--- src/rtl/calc_seq_engine_pkg.sv ---
// Shared encodings for the sequential calculator engine: opcodes, error codes
// and the controller state type.
package calc_pkg;

    localparam logic [1:0] OP_ADD = 2'b00;
    localparam logic [1:0] OP_SUB = 2'b01;
    localparam logic [1:0] OP_MUL = 2'b10;
    localparam logic [1:0] OP_DIV = 2'b11;

    localparam logic [1:0] ERR_NONE = 2'b00;
    localparam logic [1:0] ERR_OVF  = 2'b01;
    localparam logic [1:0] ERR_DIV0 = 2'b10;

    typedef enum logic [2:0] {
        ST_IDLE     = 3'd0,
        ST_ADDSUB   = 3'd1,
        ST_MUL_ITER = 3'd2,
        ST_DIV_ITER = 3'd3,
        ST_FINISH   = 3'd4
    } state_t;

endpackage

--- src/rtl/calc_seq_engine_if.sv ---
// Request/result bundle between the state controller (master) and the
// arithmetic engine (slave).
interface calc_seq_engine_if #(
    parameter int unsigned WIDTH = 20
);
    logic             i_start;
    logic [1:0]       i_op;
    logic             i_chain;
    logic [WIDTH-1:0] i_a_mag;
    logic             i_a_sign;
    logic [WIDTH-1:0] i_b_mag;
    logic             i_b_sign;
    logic             o_busy;
    logic             o_done;
    logic [WIDTH-1:0] o_result_mag;
    logic             o_result_sign;
    logic             o_err;
    logic [1:0]       o_err_code;

    modport master (
        output i_start, i_op, i_chain, i_a_mag, i_a_sign, i_b_mag, i_b_sign,
        input  o_busy, o_done, o_result_mag, o_result_sign, o_err, o_err_code
    );

    modport slave (
        input  i_start, i_op, i_chain, i_a_mag, i_a_sign, i_b_mag, i_b_sign,
        output o_busy, o_done, o_result_mag, o_result_sign, o_err, o_err_code
    );
endinterface

--- src/rtl/calc_seq_engine_muldiv.sv ---
// Iterative unsigned multiply (shift-add) and divide (restoring) over exactly
// WIDTH steps; o_last is high for the one cycle after the final step.
module seq_muldiv_unit #(
    parameter int unsigned WIDTH = 20
) (
    input  logic               i_clk,
    input  logic               i_reset,
    input  logic               i_go,
    input  logic               i_is_div,
    input  logic [WIDTH-1:0]   i_a,
    input  logic [WIDTH-1:0]   i_b,
    output logic [2*WIDTH-1:0] o_res,
    output logic               o_last
);
    localparam int unsigned    CW       = $clog2(WIDTH + 1);
    localparam logic [CW-1:0]  CNT_FULL = CW'(WIDTH);
    localparam logic [CW-1:0]  CNT_ONE  = CW'(32'd1);

    logic [CW-1:0]      cnt_r;
    logic               is_div_r;
    logic               last_r;
    logic [2*WIDTH-1:0] prod_r;
    logic [2*WIDTH-1:0] mcand_r;
    logic [WIDTH-1:0]   mplier_r;
    logic [WIDTH-1:0]   quo_r;
    logic [WIDTH-1:0]   divisor_r;
    logic [WIDTH-1:0]   rem_r;
    logic [WIDTH:0]     shifted_s;
    logic [WIDTH-1:0]   rem_nx_s;
    logic               quo_bit_s;

    // Restoring-division trial subtract; the remainder always stays below the divisor
    always_comb begin
        shifted_s = {rem_r, quo_r[WIDTH-1]};
        if (shifted_s >= {1'b0, divisor_r}) begin
            rem_nx_s  = WIDTH'(shifted_s - {1'b0, divisor_r});
            quo_bit_s = 1'b1;
        end else begin
            rem_nx_s  = shifted_s[WIDTH-1:0];
            quo_bit_s = 1'b0;
        end
    end

    // Operand load on go, then one multiply and one divide step per cycle
    always_ff @(posedge i_clk) begin
        if (i_reset) begin
            cnt_r     <= '0;
            is_div_r  <= 1'b0;
            last_r    <= 1'b0;
            prod_r    <= '0;
            mcand_r   <= '0;
            mplier_r  <= '0;
            quo_r     <= '0;
            divisor_r <= '0;
            rem_r     <= '0;
        end else if (i_go) begin
            cnt_r     <= CNT_FULL;
            is_div_r  <= i_is_div;
            last_r    <= 1'b0;
            prod_r    <= '0;
            mcand_r   <= {{WIDTH{1'b0}}, i_a};
            mplier_r  <= i_b;
            quo_r     <= i_a;
            divisor_r <= i_b;
            rem_r     <= '0;
        end else if (cnt_r != '0) begin
            cnt_r    <= cnt_r - CNT_ONE;
            last_r   <= (cnt_r == CNT_ONE);
            if (mplier_r[0]) begin
                prod_r <= prod_r + mcand_r;
            end
            mcand_r  <= {mcand_r[2*WIDTH-2:0], 1'b0};
            mplier_r <= {1'b0, mplier_r[WIDTH-1:1]};
            rem_r    <= rem_nx_s;
            quo_r    <= {quo_r[WIDTH-2:0], quo_bit_s};
        end else begin
            last_r <= 1'b0;
        end
    end

    assign o_res  = is_div_r ? {{WIDTH{1'b0}}, quo_r} : prod_r;
    assign o_last = last_r;

endmodule

--- src/rtl/calc_seq_engine.sv ---
// Sign-magnitude calculator engine: start/busy/done control, add/sub in one
// execute cycle, iterative mul/div, range and divide-by-zero reporting.
module calc_seq_engine
    import calc_pkg::*;
#(
    parameter int unsigned WIDTH   = 20,
    parameter int unsigned MAX_MAG = 32'd999999
) (
    input  logic             i_clk,
    input  logic             i_reset,
    calc_seq_engine_if.slave bus
);
    localparam logic [WIDTH-1:0]   MAX_W  = WIDTH'(MAX_MAG);
    localparam logic [2*WIDTH-1:0] MAX_2W = (2*WIDTH)'(MAX_MAG);

    state_t             state_r;
    state_t             state_nx_s;
    logic               busy_r;
    logic               done_r;
    logic [WIDTH-1:0]   res_mag_r;
    logic               res_sign_r;
    logic               err_r;
    logic [1:0]         err_code_r;
    logic [WIDTH-1:0]   a_mag_r;
    logic [WIDTH-1:0]   b_mag_r;
    logic               a_sign_r;
    logic               b_sign_r;

    logic [WIDTH-1:0]   cap_a_mag_s;
    logic               cap_a_sign_s;
    logic               cap_b_sign_s;
    logic               range_err_s;
    logic               div0_s;
    logic [WIDTH:0]     as_mag_s;
    logic               as_sign_s;
    logic [2*WIDTH-1:0] fin_mag_s;
    logic               raw_sign_s;
    logic               fin_sign_s;
    logic               ovf_s;
    logic               capture_s;
    logic               go_s;
    logic               load_s;
    logic [WIDTH-1:0]   ld_mag_s;
    logic               ld_sign_s;
    logic [1:0]         ld_code_s;
    logic [2*WIDTH-1:0] md_res_s;
    logic               md_last_s;

    seq_muldiv_unit #(.WIDTH(WIDTH)) u_muldiv (
        .i_clk    (i_clk),
        .i_reset  (i_reset),
        .i_go     (go_s),
        .i_is_div (bus.i_op == OP_DIV),
        .i_a      (cap_a_mag_s),
        .i_b      (bus.i_b_mag),
        .o_res    (md_res_s),
        .o_last   (md_last_s)
    );

    // Operand A comes from the held result when chaining; sub folds into add via B's sign
    always_comb begin
        cap_a_mag_s  = bus.i_chain ? res_mag_r  : bus.i_a_mag;
        cap_a_sign_s = bus.i_chain ? res_sign_r : bus.i_a_sign;
        cap_b_sign_s = (bus.i_op == OP_SUB) ? ~bus.i_b_sign : bus.i_b_sign;
        range_err_s  = (cap_a_mag_s > MAX_W) || (bus.i_b_mag > MAX_W);
        div0_s       = (bus.i_op == OP_DIV) && (bus.i_b_mag == '0);
    end

    // Signed add of two magnitudes: larger minus smaller when signs differ
    always_comb begin
        if (a_sign_r == b_sign_r) begin
            as_mag_s  = {1'b0, a_mag_r} + {1'b0, b_mag_r};
            as_sign_s = a_sign_r;
        end else if (a_mag_r >= b_mag_r) begin
            as_mag_s  = {1'b0, a_mag_r - b_mag_r};
            as_sign_s = a_sign_r;
        end else begin
            as_mag_s  = {1'b0, b_mag_r - a_mag_r};
            as_sign_s = b_sign_r;
        end
    end

    // Full-width result ahead of the range check; a zero magnitude is always positive
    always_comb begin
        if (state_r == ST_ADDSUB) begin
            fin_mag_s  = {{(WIDTH-1){1'b0}}, as_mag_s};
            raw_sign_s = as_sign_s;
        end else begin
            fin_mag_s  = md_res_s;
            raw_sign_s = a_sign_r ^ b_sign_r;
        end
        ovf_s      = (fin_mag_s > MAX_2W);
        fin_sign_s = raw_sign_s & (fin_mag_s != '0);
    end

    // Next state plus the capture/launch/result-load strobes
    always_comb begin
        state_nx_s = state_r;
        capture_s  = 1'b0;
        go_s       = 1'b0;
        load_s     = 1'b0;
        ld_mag_s   = '0;
        ld_sign_s  = 1'b0;
        ld_code_s  = ERR_NONE;
        case (state_r)
            ST_IDLE: begin
                if (bus.i_start) begin
                    capture_s = 1'b1;
                    if (range_err_s) begin
                        state_nx_s = ST_FINISH;
                        load_s     = 1'b1;
                        ld_code_s  = ERR_OVF;
                    end else if (div0_s) begin
                        state_nx_s = ST_FINISH;
                        load_s     = 1'b1;
                        ld_code_s  = ERR_DIV0;
                    end else begin
                        case (bus.i_op)
                            OP_MUL: begin
                                state_nx_s = ST_MUL_ITER;
                                go_s       = 1'b1;
                            end
                            OP_DIV: begin
                                state_nx_s = ST_DIV_ITER;
                                go_s       = 1'b1;
                            end
                            default: state_nx_s = ST_ADDSUB;
                        endcase
                    end
                end else begin
                    state_nx_s = ST_IDLE;
                end
            end
            ST_ADDSUB, ST_MUL_ITER, ST_DIV_ITER: begin
                if ((state_r == ST_ADDSUB) || md_last_s) begin
                    state_nx_s = ST_FINISH;
                    load_s     = 1'b1;
                    if (ovf_s) begin
                        ld_code_s = ERR_OVF;
                    end else begin
                        ld_mag_s  = fin_mag_s[WIDTH-1:0];
                        ld_sign_s = fin_sign_s;
                    end
                end else begin
                    state_nx_s = state_r;
                end
            end
            ST_FINISH: state_nx_s = ST_IDLE;
            default:   state_nx_s = ST_IDLE;
        endcase
    end

    // State, operand capture and registered result/handshake outputs
    always_ff @(posedge i_clk) begin
        if (i_reset) begin
            state_r    <= ST_IDLE;
            busy_r     <= 1'b0;
            done_r     <= 1'b0;
            res_mag_r  <= '0;
            res_sign_r <= 1'b0;
            err_r      <= 1'b0;
            err_code_r <= ERR_NONE;
            a_mag_r    <= '0;
            b_mag_r    <= '0;
            a_sign_r   <= 1'b0;
            b_sign_r   <= 1'b0;
        end else begin
            state_r <= state_nx_s;
            busy_r  <= (state_nx_s != ST_IDLE);
            done_r  <= load_s;
            if (capture_s) begin
                a_mag_r  <= cap_a_mag_s;
                a_sign_r <= cap_a_sign_s;
                b_mag_r  <= bus.i_b_mag;
                b_sign_r <= cap_b_sign_s;
            end
            if (load_s) begin
                res_mag_r  <= ld_mag_s;
                res_sign_r <= ld_sign_s;
                err_r      <= (ld_code_s != ERR_NONE);
                err_code_r <= ld_code_s;
            end
        end
    end

    assign bus.o_busy        = busy_r;
    assign bus.o_done        = done_r;
    assign bus.o_result_mag  = res_mag_r;
    assign bus.o_result_sign = res_sign_r;
    assign bus.o_err         = err_r;
    assign bus.o_err_code    = err_code_r;

endmodule

--- src/flat_wrapper.sv ---
// flat-port wrapper written by rule: the top's interface ports become plain ports
module calc_seq_engine_flat import calc_pkg::*;
#(
    parameter int unsigned WIDTH   = 20,
    parameter int unsigned MAX_MAG = 32'd999999
)
  (i_clk, i_reset, bus_i_start, bus_i_op, bus_i_chain, bus_i_a_mag, bus_i_a_sign, bus_i_b_mag, bus_i_b_sign, bus_o_busy, bus_o_done, bus_o_result_mag, bus_o_result_sign, bus_o_err, bus_o_err_code);
  calc_seq_engine_if #(.WIDTH(WIDTH)) bus_i ();
  input  logic i_clk;
  input  logic i_reset;
  input wire logic [$bits(bus_i.i_start)-1:0] bus_i_start;
  input wire logic [$bits(bus_i.i_op)-1:0] bus_i_op;
  input wire logic [$bits(bus_i.i_chain)-1:0] bus_i_chain;
  input wire logic [$bits(bus_i.i_a_mag)-1:0] bus_i_a_mag;
  input wire logic [$bits(bus_i.i_a_sign)-1:0] bus_i_a_sign;
  input wire logic [$bits(bus_i.i_b_mag)-1:0] bus_i_b_mag;
  input wire logic [$bits(bus_i.i_b_sign)-1:0] bus_i_b_sign;
  output wire logic [$bits(bus_i.o_busy)-1:0] bus_o_busy;
  output wire logic [$bits(bus_i.o_done)-1:0] bus_o_done;
  output wire logic [$bits(bus_i.o_result_mag)-1:0] bus_o_result_mag;
  output wire logic [$bits(bus_i.o_result_sign)-1:0] bus_o_result_sign;
  output wire logic [$bits(bus_i.o_err)-1:0] bus_o_err;
  output wire logic [$bits(bus_i.o_err_code)-1:0] bus_o_err_code;
  assign bus_i.i_start = bus_i_start;
  assign bus_i.i_op = bus_i_op;
  assign bus_i.i_chain = bus_i_chain;
  assign bus_i.i_a_mag = bus_i_a_mag;
  assign bus_i.i_a_sign = bus_i_a_sign;
  assign bus_i.i_b_mag = bus_i_b_mag;
  assign bus_i.i_b_sign = bus_i_b_sign;
  assign bus_o_busy = bus_i.o_busy;
  assign bus_o_done = bus_i.o_done;
  assign bus_o_result_mag = bus_i.o_result_mag;
  assign bus_o_result_sign = bus_i.o_result_sign;
  assign bus_o_err = bus_i.o_err;
  assign bus_o_err_code = bus_i.o_err_code;
  calc_seq_engine #(.WIDTH(WIDTH), .MAX_MAG(MAX_MAG)) u_core (.i_clk(i_clk), .i_reset(i_reset), .bus(bus_i));
endmodule
--- config.mk ---
export PLATFORM = sky130hd
export DESIGN_NAME = calc_seq_engine_flat
export DESIGN_NICKNAME = d
export VERILOG_FILES = /design/src/rtl/calc_seq_engine_pkg.sv /design/src/rtl/calc_seq_engine_if.sv /design/src/rtl/calc_seq_engine_muldiv.sv /design/src/rtl/calc_seq_engine.sv /design/src/flat_wrapper.sv
export SDC_FILE = /design/constraint.sdc
export NUM_CORES = 1
export LEC_CHECK = 0
export CORE_MARGIN = 1.5
export CORE_UTILIZATION = 69
export CTS_CLUSTER_DIAMETER = 30
export DETAILED_ROUTE_END_ITERATION = 16
export DONT_BUFFER_PORTS = 1
export GPL_TIMING_DRIVEN = 0
export PLACE_DENSITY = 0.84
export SLEW_MARGIN = 10
export SYNTH_ARGS = -nofsm -noshare
export SYNTH_HDL_FRONTEND = slang
export SYNTH_SLANG_ARGS = --single-unit
--- constraint.sdc ---
create_clock -name i_clk -period 6.7 [get_ports i_clk]
set_clock_uncertainty 0.15 [all_clocks]
set_input_delay 2.01 -clock i_clk [delete_from_list [all_inputs] [get_ports i_clk]]
set_output_delay 2.01 -clock i_clk [all_outputs]
set_load 0.03 [all_outputs]
==> impl_metrics.xml <==
<?xml version="1.0" encoding="UTF-8"?>
<metrics>
  <group name="sta">
    <metric name="fin_hold_ws" unit="ns">0.313</metric>
    <metric name="finalWorstSetupSlack" unit="ns">0.490</metric>
    <metric name="timing_worst_slew_pin_value" unit="ns">1.25</metric>
    <metric name="setup_repair_after_global_routing_missed_its_margin" unit="">false</metric>
    <metric name="post-route-period-util" unit="%">92.7</metric>
    <metric name="final-setup-viol-count" unit="">0</metric>
    <metric name="slew_violations" unit="">0</metric>
    <metric name="final_hold_violation_count" unit="">0</metric>
    <metric name="timing.setup.tns" unit="ns">0</metric>
    <metric name="fmax" unit="MHz">161</metric>
    <metric name="timing.slew.headroom" unit="%">16.0</metric>
    <metric name="timing.final.crit_period" unit="ns">6.21</metric>
  </group>
  <group name="place">
    <metric name="dpl.hpwl" unit="um">39300</metric>
    <metric name="dp_slack" unit="ns">0.337</metric>
    <metric name="port_buffers" unit="">0</metric>
    <metric name="place.gp.congestion" unit="">0.990</metric>
  </group>
  <group name="yosys">
    <metric name="netlist.top_cell.by_area" unit="">dfxtp_1</metric>
    <metric name="synth_edf_count" unit="">0</metric>
    <metric name="yosys_register_bits" unit="">238</metric>
    <metric name="sequential_fraction_of_the_synthesis_area" unit="%">29.6</metric>
    <metric name="syn-num-nets" unit="">2270</metric>
    <metric name="synth.avg_cell_area" unit="um2">7.68</metric>
    <metric name="netlist_area" unit="um2">16100</metric>
    <metric name="synthTopCellsByArea" unit="">dfxtp_1 30%, ha_1 9.4%, nand2_1 9.4%, a21oi_1 6.5%, nor2_1 3.5%</metric>
    <metric name="number_of_cells_produced_by_synthesis" unit="">2096</metric>
    <metric name="yosysUniqueCellTypes" unit="">101</metric>
    <metric name="asyncSetResetFlopFracSynth" unit="%">0</metric>
    <metric name="ys_dominant_reg_cell" unit="">dfxtp_1</metric>
    <metric name="yosysTopAreaCellShare" unit="%">29.6</metric>
    <metric name="synthesis.yosys.warnings" unit="">0</metric>
  </group>
  <group name="cts">
    <metric name="postCtsSetupBuffers" unit="">0</metric>
    <metric name="cts_buffer_depth" unit="">3</metric>
    <metric name="number_of_buffers_added_by_the_clock_tree_synthesis_step" unit="">48</metric>
    <metric name="cts.repair.resized" unit="">0</metric>
    <metric name="cts-htree-levels" unit="">2</metric>
    <metric name="cts.clk_slew.worst_paths" unit="ns">0.06</metric>
    <metric name="clk_root_buffer_cell" unit="">clkbuf_16</metric>
    <metric name="tritoncts_clock_tree" unit="">built</metric>
    <metric name="hold_buf_cts" unit="">0</metric>
    <metric name="cts.sink_count" unit="">238</metric>
    <metric name="clkLatencyLatePin" unit="ns">0.57</metric>
  </group>
  <group name="floorplanning">
    <metric name="die_h" unit="um">156</metric>
    <metric name="floorplan.rows" unit="">55</metric>
    <metric name="start_util" unit="%">70.7</metric>
    <metric name="die_area" unit="um2">24300</metric>
    <metric name="ioPinCount" unit="">74</metric>
    <metric name="core_area" unit="um2">22800</metric>
    <metric name="die_w" unit="um">156</metric>
  </group>
  <group name="critical_path">
    <metric name="worst-endpoint-arrival" unit="ns">6.47</metric>
    <metric name="cp_num_buf_inv" unit="">5</metric>
    <metric name="crit_path_cells" unit="">clkbuf_1 -&gt; buf_1 -&gt; buf_2 -&gt; mux2i_1 -&gt; o21ai_0 -&gt; nand2_1 -&gt; o21ai_0 -&gt; nor2_1 -&gt; nand3_1 -&gt; nand2b_1 -&gt; clkbuf_1 -&gt; clkbuf_1 -&gt; nor3_1</metric>
    <metric name="crit_path_end_kind" unit="">register</metric>
    <metric name="timing_worst_setup_path_type" unit="">in2reg</metric>
    <metric name="highest_delay_cell_along_the_critical_path" unit="">clkbuf_1</metric>
    <metric name="critical_path_peak_fanout" unit="">10</metric>
    <metric name="start_kind" unit="">input pin</metric>
    <metric name="crit_family" unit="">buffers and inverters</metric>
    <metric name="worst_ep_required_time" unit="ns">6.96</metric>
    <metric name="timing.critical_path.slowest_cell_delay" unit="ns">0.63</metric>
    <metric name="cpMostUsedCell" unit="">clkbuf_1</metric>
  </group>
  <group name="worst_hold_path">
    <metric name="hold_path_class" unit="">reg2reg</metric>
  </group>
  <group name="global_route">
    <metric name="largest_net_degree_at_the_start_of_global_routing" unit="">16</metric>
    <metric name="gr-usage-all-layers" unit="%">42.6</metric>
    <metric name="first_global_vias" unit="">15525</metric>
    <metric name="grt_antenna_before_repair" unit="">1</metric>
    <metric name="grt_pass1_wl" unit="um">81700</metric>
    <metric name="grt_overflow" unit="">0</metric>
  </group>
  <group name="cells_and_area">
    <metric name="final_layout_size_suffix_gt1_share" unit="%">7.46</metric>
    <metric name="nets" unit="">2320</metric>
    <metric name="layout.cells.most_common" unit="">nand2_1</metric>
    <metric name="antenna-diode-count" unit="">0</metric>
    <metric name="final_cell_mix" unit="">403 x nand2_1, 238 x dfxtp_1, 208 x a21oi_1</metric>
    <metric name="area_growth" unit="%">13.0</metric>
  </group>
  <group name="route">
    <metric name="vias_per_cell" unit="">6.62</metric>
    <metric name="wl" unit="um">52800</metric>
    <metric name="num_vias" unit="">16537</metric>
    <metric name="detail-route-antenna-nets" unit="">0</metric>
    <metric name="drcViolationCount" unit="">0</metric>
    <metric name="route.detailed.wl_per_inst" unit="um">21.2</metric>
    <metric name="detailedRoute.firstIterationViolations" unit="">2056</metric>
    <metric name="firstDrtPassIters" unit="">7</metric>
  </group>
  <group name="power_and_ir_drop">
    <metric name="power.density_cell_area" unit="nW/um2">374</metric>
    <metric name="static-leakage-power" unit="nW">7.69</metric>
    <metric name="p_total" unit="W">0.00681</metric>
    <metric name="peakVddDrop" unit="uV">327</metric>
  </group>
  <group name="job">
    <metric name="drv.max_cap_violation_count" unit="">0</metric>
  </group>
  <group name="outcome">
    <metric name="outcome" unit="">finished clean</metric>
  </group>
</metrics>
-- power breakdown --
| part | leakage, nW | internal (W) | switching (W) | total [W] |
|---|---|---|---|---|
| registers | 1.94 | 0.00158 | 0.000161 | 0.00174 |
| clock network | 0.823 | 0.00161 | 0.000875 | 0.00248 |
| logic | 4.92 | 0.000898 | 0.00169 | 0.00259 |
| total | 7.69 | 0.00408 | 0.00272 | 0.00681 |
-- metal layers --
metal / part of all wire, % / track usage (%) / up-vias / routed length (um)
li1: - / - / 7564 / -
met1: 39 / 53.9 / 7828 / 20900
met2: 44 / 68.5 / 938 / 23500
met3: 10 / 8.53 / 205 / 5480
met4: 5.7 / 22.7 / 2 / 3030
met5: 0.025 / 0 / - / 13
-- worst paths after layout --
path | slack [ns] | to | depth (start not counted) | from
hold reg to reg | 0.31 | u_core.u_muldiv.divisor_r[5] | 2 | u_core.u_muldiv.divisor_r[5]
setup reg to reg | 1.49 | u_core.bus.o_result_sign | 15 | u_core.b_mag_r[1]
setup / recovery | 0.49 | u_core.u_muldiv.rem_r[18] | 13 | bus_i_chain
hold / removal | 0.31 | u_core.u_muldiv.divisor_r[5] | 2 | u_core.u_muldiv.divisor_r[5]
-- worst min-delay path: stages, from the launching register on --
cell and delay, ns:
dfxtp_1 0.31, nand2_1 0.05, a21oi_1 0.05
-- Yosys cell counts, types with 7 or more instances --
| cell | instances |
|---|---|
| o211ai_1 | 14 |
| xor2_1 | 11 |
| clkbuf_8 | 10 |
| and3_1 | 15 |
| nor4_1 | 17 |
| nor2b_1 | 22 |
| nor2_1 | 148 |
| nand4_1 | 15 |
| a21oi_1 | 208 |
| mux2_2 | 9 |
| o21bai_1 | 12 |
| xnor2_1 | 41 |
| a211oi_1 | 42 |
| and4_1 | 7 |
| o21ai_0 | 85 |
| a21boi_0 | 10 |
| a31oi_1 | 52 |
| mux2i_1 | 50 |
| a2111oi_0 | 7 |
| nand3b_1 | 10 |
| o21a_1 | 15 |
| clkbuf_1 | 89 |
| or2_2 | 9 |
| nand2_1 | 403 |
| nand2b_1 | 18 |
| inv_1 | 97 |
| a21o_1 | 65 |
| or3_1 | 12 |
| nand3_1 | 21 |
| dfxtp_1 | 238 |
| o31a_1 | 9 |
| ha_1 | 121 |
| a32o_1 | 21 |
| nor3_1 | 46 |
-- sequential cells by signal (all words and copies together) (netlist names), 2 cells and up --
name and count:
u_core.state_r 3, u_core.u_muldiv.cnt_r 5, u_core.bus.o_result_mag 20, u_core.u_muldiv.mplier_r 20, u_core.a_mag_r 20, u_core.u_muldiv.mcand_r 40
u_core.u_muldiv.divisor_r 20, u_core.b_mag_r 20, u_core.bus.o_err_code 2, u_core.u_muldiv.rem_r 20, u_core.u_muldiv.quo_r 20, u_core.u_muldiv.prod_r 40
-- cells by family after synthesis --
| logic type | after synthesis | synth area share [%] |
|---|---|---|
| AO/OA/AOI/OAI | 618 | 25.5 |
| XOR/XNOR | 52 | 2.83 |
| adder cells (fa/ha/maj) | 126 | 10.0 |
| buffers and inverters | 218 | 6.12 |
| flip-flops | 238 | 29.6 |
| multiplexers | 60 | 3.81 |
| AND/OR/NAND/NOR | 784 | 22.1 |
-- final cells by class --
cell class / instances / area (um2)
multi-input combinational: 1640 / 10400
sequential: 238 / 4760
fill: 1566 / 4590
clock buffer: 54 / 1240
buffer: 120 / 617
clock inverter: 34 / 455
tap: 313 / 392
inverter: 98 / 368
-- metrics by stage --
stage	cells	util (%)	instance area [um2]
floorplan	2096	-	16100
global placement	2409	72.4	16500
detailed placement	2409	72.4	16500
CTS	2497	79.8	18200
global route	2497	79.9	18200
finish	2497	79.9	18200
(Power assumes the default switching activity.)
